$ cat config.mk
export PLATFORM = sky130hd
export DESIGN_NAME = uvmt_clk_st_clk_div
export DESIGN_NICKNAME = d
export VERILOG_FILES = /design/src/rtl/uvmt_clk_st_pkg.sv /design/src/rtl/uvmt_clk_st_clk_div.sv
export SDC_FILE = /design/constraint.sdc
export NUM_CORES = 1
export LEC_CHECK = 0
export ABC_AREA = 1
export CAP_MARGIN = 20
export CELL_PAD_IN_SITES_DETAIL_PLACEMENT = 0
export CELL_PAD_IN_SITES_GLOBAL_PLACEMENT = 2
export CORE_MARGIN = 2
export CORE_UTILIZATION = 35
export CTS_CLUSTER_SIZE = 40
export DETAILED_ROUTE_END_ITERATION = 7
export PLACE_DENSITY = 0.89
export SLEW_MARGIN = 20
export SYNTH_ARGS = -nofsm -noshare
export SYNTH_HDL_FRONTEND = slang
export SYNTH_SLANG_ARGS = --single-unit
$ cat constraint.sdc
create_clock -name clk -period 6.8 [get_ports clk]
set_input_delay 1.36 -clock clk [delete_from_list [all_inputs] [get_ports clk]]
set_output_delay 1.36 -clock clk [all_outputs]
set_load 0.01 [all_outputs]
$ cat src/rtl/uvmt_clk_st_pkg.sv
// Shared types and constants for the clock-agent self-test divider.
package uvmt_clk_st_pkg;

  typedef enum logic [1:0] {
    IDLE     = 2'd0,
    RUN      = 2'd1,
    STOPPING = 2'd2
  } uvmt_clk_st_div_state_t;

  localparam int UVMT_CLK_ST_MIN_DIV_RATIO = 2;

endpackage

$ cat src/rtl/uvmt_clk_st_clk_div.sv
// Programmable integer clock divider: glitch-free registered clk_out, ratio
// changes through a valid/ready handshake applied only on period boundaries.
module uvmt_clk_st_clk_div
  import uvmt_clk_st_pkg::*;
#(
  parameter int CNT_W         = 8,
  parameter int DEFAULT_RATIO = 4
) (
  input  logic             clk,
  input  logic             reset_n,
  input  logic             en,
  input  logic             cfg_valid,
  input  logic [CNT_W-1:0] cfg_ratio,
  output logic             cfg_ready,
  output logic             cfg_err,
  output logic             clk_out,
  output logic             rise_pulse,
  output logic             active
);

  localparam logic [CNT_W-1:0] MIN_RATIO   = CNT_W'(UVMT_CLK_ST_MIN_DIV_RATIO);
  localparam logic [CNT_W-1:0] RESET_RATIO = CNT_W'(DEFAULT_RATIO);
  localparam logic [CNT_W-1:0] ONE         = CNT_W'(1);

  uvmt_clk_st_div_state_t state_reg, state_next;
  logic [CNT_W-1:0] cnt_reg, cnt_next;
  logic [CNT_W-1:0] ratio_reg, ratio_next;
  logic [CNT_W-1:0] pend_reg, pend_next;
  logic             pend_valid_reg, pend_valid_next;
  logic             clk_out_reg, clk_out_next;
  logic             rise_reg, rise_next;
  logic             accept;
  logic             wrap;
  logic [CNT_W-1:0] ratio_clamped;

  assign cfg_ready     = !pend_valid_reg;
  assign accept        = cfg_valid && cfg_ready;
  assign cfg_err       = accept && (cfg_ratio < MIN_RATIO);
  assign ratio_clamped = (cfg_ratio < MIN_RATIO) ? MIN_RATIO : cfg_ratio;
  assign wrap          = (cnt_reg == (ratio_reg - ONE));

  assign clk_out    = clk_out_reg;
  assign rise_pulse = rise_reg;
  assign active     = (state_reg != IDLE);

  always_comb begin
    state_next      = state_reg;
    cnt_next        = cnt_reg;
    ratio_next      = ratio_reg;
    pend_next       = pend_reg;
    pend_valid_next = pend_valid_reg;

    unique case (state_reg)
      IDLE: begin
        if (en) state_next = RUN;
      end
      RUN: begin
        if (!en) state_next = STOPPING;
      end
      STOPPING: begin
        if (en)        state_next = RUN;
        else if (wrap) state_next = IDLE;
      end
      default: state_next = IDLE;
    endcase

    // Idle holds the counter and takes a pending ratio immediately; while
    // running, the ratio may only change at the period wrap.
    if (state_reg == IDLE) begin
      cnt_next = '0;
      if (pend_valid_reg) begin
        ratio_next      = pend_reg;
        pend_valid_next = 1'b0;
      end
    end else if (wrap) begin
      cnt_next = '0;
      if (pend_valid_reg) begin
        ratio_next      = pend_reg;
        pend_valid_next = 1'b0;
      end
    end else begin
      cnt_next = cnt_reg + ONE;
    end

    if (accept) begin
      pend_next       = ratio_clamped;
      pend_valid_next = 1'b1;
    end

    // Output phase is computed from the post-edge count and ratio so that
    // clk_out is a pure flop with the high phase first in every period.
    clk_out_next = (state_next != IDLE) && (cnt_next < (ratio_next >> 1));
    rise_next    = clk_out_next && !clk_out_reg;
  end

  always_ff @(posedge clk or negedge reset_n) begin
    if (!reset_n) begin
      state_reg      <= IDLE;
      cnt_reg        <= '0;
      ratio_reg      <= RESET_RATIO;
      pend_reg       <= '0;
      pend_valid_reg <= 1'b0;
      clk_out_reg    <= 1'b0;
      rise_reg       <= 1'b0;
    end else begin
      state_reg      <= state_next;
      cnt_reg        <= cnt_next;
      ratio_reg      <= ratio_next;
      pend_reg       <= pend_next;
      pend_valid_reg <= pend_valid_next;
      clk_out_reg    <= clk_out_next;
      rise_reg       <= rise_next;
    end
  end

endmodule

==> flow_metrics.env <==
export IMPL_route_detailed_drc=0
export IMPL_criticalPathCategory="primary input to output port"
export IMPL_clkTransAtPathRegs_ns=0.05
export IMPL_synth_fa_ha_area_frac=0.05926
export IMPL_hold_buffers=0
export IMPL_worstPathRequired_ns=5.44
export IMPL_route_detailed_wl_per_inst_um=10.29
export IMPL_synthToLayoutAreaGrowth_pct=18.00
export IMPL_portBuffers=16
export IMPL_status="completed"
export IMPL_syn_inst=220
export IMPL_layoutNonFillerInstCount=297
export IMPL_clk_latency_ns=0.27
export IMPL_finalCriticalPeriod_ns=4.611
export IMPL_synth_simple_area_share=0.2659
export IMPL_peakVddDrop_uv=164.4
export IMPL_drv_cap=0
export IMPL_antenna_cells=0
export IMPL_ctsResizeCount=0
export IMPL_final_nets=262
export IMPL_rsz0062_at_grt="no"
export IMPL_period_share=0.6782
export IMPL_synth_compound_area_share=0.09333
export IMPL_worstPathArrival_ns=3.25
export IMPL_min_path_type="flop to flop"
export IMPL_synth_most_common_cell="nand2_1"
export IMPL_cp_slowest_stage_delay_ns=0.54
export IMPL_ys_types=24
export IMPL_synth_top_family_by_area="simple AND/OR/NAND/NOR gates"
export IMPL_htree_levels=2
export IMPL_cp_end_kind="output port"
export IMPL_chipWidth_um=73.47
export IMPL_dp_cells=289
export IMPL_slew_headroom=0.5532
export IMPL_synth_top_area_cell="dfrtp_1"
export IMPL_power_density_nw_per_um2=372.9
export IMPL_ys_ff_latch=29
export IMPL_cp_slowest_cell="clkdlybuf4s50_1"
export IMPL_cp_top_family="buffers and inverters"
export IMPL_fin_ws_ns=2.189
export IMPL_regArea_um2=726.9
export IMPL_cts_buffers=5
export IMPL_cts_tree="done"
export IMPL_grt_util_all_layers=0.1330
export IMPL_hold_viol_final=0
export IMPL_row_count=25
export IMPL_coreArea_um2=4692
export IMPL_clockRootBuffer="clkbuf_8"
export IMPL_grt_max_degree=30
export IMPL_clockBufferDepth=2
export IMPL_die_height_um=73.47
export IMPL_startpoint_type="primary input"
export IMPL_synth_mux_area_frac=0
export IMPL_path_cells="clkdlybuf4s50_1, inv_1, nor2_1, inv_1, nor2_1, clkdlybuf4s50_1"
export IMPL_start_util=0.3600
export IMPL_die_area_um2=5398
export IMPL_overflow=0
export IMPL_p_leak_uw=0.0009822
export IMPL_synth_fp_nets=240
export IMPL_dp_hpwl_um=2489
export IMPL_ant_nets=0
export IMPL_grt_pass1_vias=1228
export IMPL_cts_setup_buffers=0
export IMPL_grt_pass1_wl_um=5375
export IMPL_final_layout_size_suffix_gt1_frac=0.09465
export IMPL_async_flop_share=1.000
export IMPL_synth_xor_area_share=0.04667
export IMPL_syn_area_per_cell_um2=7.678
export IMPL_syn_cell_area_um2=1689
export IMPL_viasPerCell=4.444
export IMPL_via_count=1320
export IMPL_setup_viol=0
export IMPL_fillers=488
export IMPL_synth_edf_count=0
export IMPL_yosysWarnings=0
export IMPL_postSynth_topFlopCell="dfrtp_1"
export IMPL_synth_top_area_share=0.4148
export IMPL_gp_congestion=0.7983
export IMPL_synthTopCellsByCount="nand2_1 (47), inv_1 (42), dfrtp_1 (28), o21ai_0 (22), nor2_1 (18)"
export IMPL_cts_num_sinks=29
export IMPL_crit_buf_inv=4
export IMPL_drt_iter0_drc=34
export IMPL_multiInputGateArea_um2=785.8
export IMPL_ios=17
export IMPL_tightest_slew_ns=0.6678
export IMPL_firstDrtPassIters=4
export IMPL_fmax_ghz=0.2169
export IMPL_slew_viol_final=0
export IMPL_tns_ns=0
export IMPL_clock_skew_ns=0.002966
export IMPL_place_ws_ns=2.181
export IMPL_cp_max_fo=14
export IMPL_antenna_found_initial=0
export IMPL_synth_seq_area_share=0.4304
export IMPL_finalWirelength_um=3056
export IMPL_synth_area_leaders="dfrtp_1 (41%), nand2_1 (10%), inv_1 (9.3%)"
## layout make-up
class / count / area share
multi-input combinational: 145 / 0.3942
tap: 54 / 0.03390
timing repair buffer: 17 / 0.08412
clock buffer: 8 / 0.04018
inverter: 44 / 0.08286
sequential: 29 / 0.3647
## metrics by stage
step	area, um2	util	hold WS, ns	power [uW]
2_1_floorplan	1689	-	0.4494	533.7
4_1_cts	1993	0.4248	0.4444	759.4
5_1_grt	1993	0.4248	0.4622	827.8
3_5_place_dp	1913	0.4077	0.4354	627.4
3_3_place_gp	1913	0.4077	0.4148	622.0
6_report	1993	0.4248	0.4375	743.2
## path summary, 6_finish.rpt
check / start / end / slack (ns) / cells after the start
min in group asynchronous: reset_n / state_reg[1] / 1.47 / 2
hold / removal: clk_out / rise_pulse / 0.44 / 1
hold reg to reg: clk_out / rise_pulse / 0.44 / 1
setup reg to reg: ratio_reg[0] / rise_pulse / 4.06 / 17
setup / recovery: cfg_valid / cfg_err / 2.19 / 6
max in group asynchronous: reset_n / ratio_reg[2] / 5.03 / 2
## where the power goes
group          internal, uW  switching [uW]
Sequential              236            51.6
Combinational           136             193
Clock                  72.3            54.2
## cells by family after synthesis
family	Yosys count
buffers and inverters	46
and+or+nand+nor	97
DFF	29
xor gates and xnor gates	9
adders and majority gates	8
AOI/OAI and AO/OA	31
## cell usage in the layout (no fill, tap or decap), drive strengths merged
master | synthesis | routed
nand2 | 55 | 55
nor2 | 23 | 23
xnor2 | 5 | 5
nand3 | 14 | 14
dfstp | 1 | 1
clkdlybuf4s50 | 0 | 16
and2 | 1 | 1
a21oi | 8 | 8
inv | 44 | 44
buf | 1 | 1
xor2 | 4 | 4
ha | 8 | 8
or2 | 1 | 1
o21ai | 22 | 22
dfrtp | 28 | 28
o211ai | 1 | 1
nor4 | 1 | 1
clkbuf | 1 | 8
nor3 | 2 | 2
## routing by layer
metal,share of wire,global-route usage,wire (um)
met5,0,0,0
met4,0.021,0.06061,64
met3,0.026,0.02881,80
met2,0.48,0.2173,1453
met1,0.48,0.1677,1458
Power figures use the tool's default switching activity.
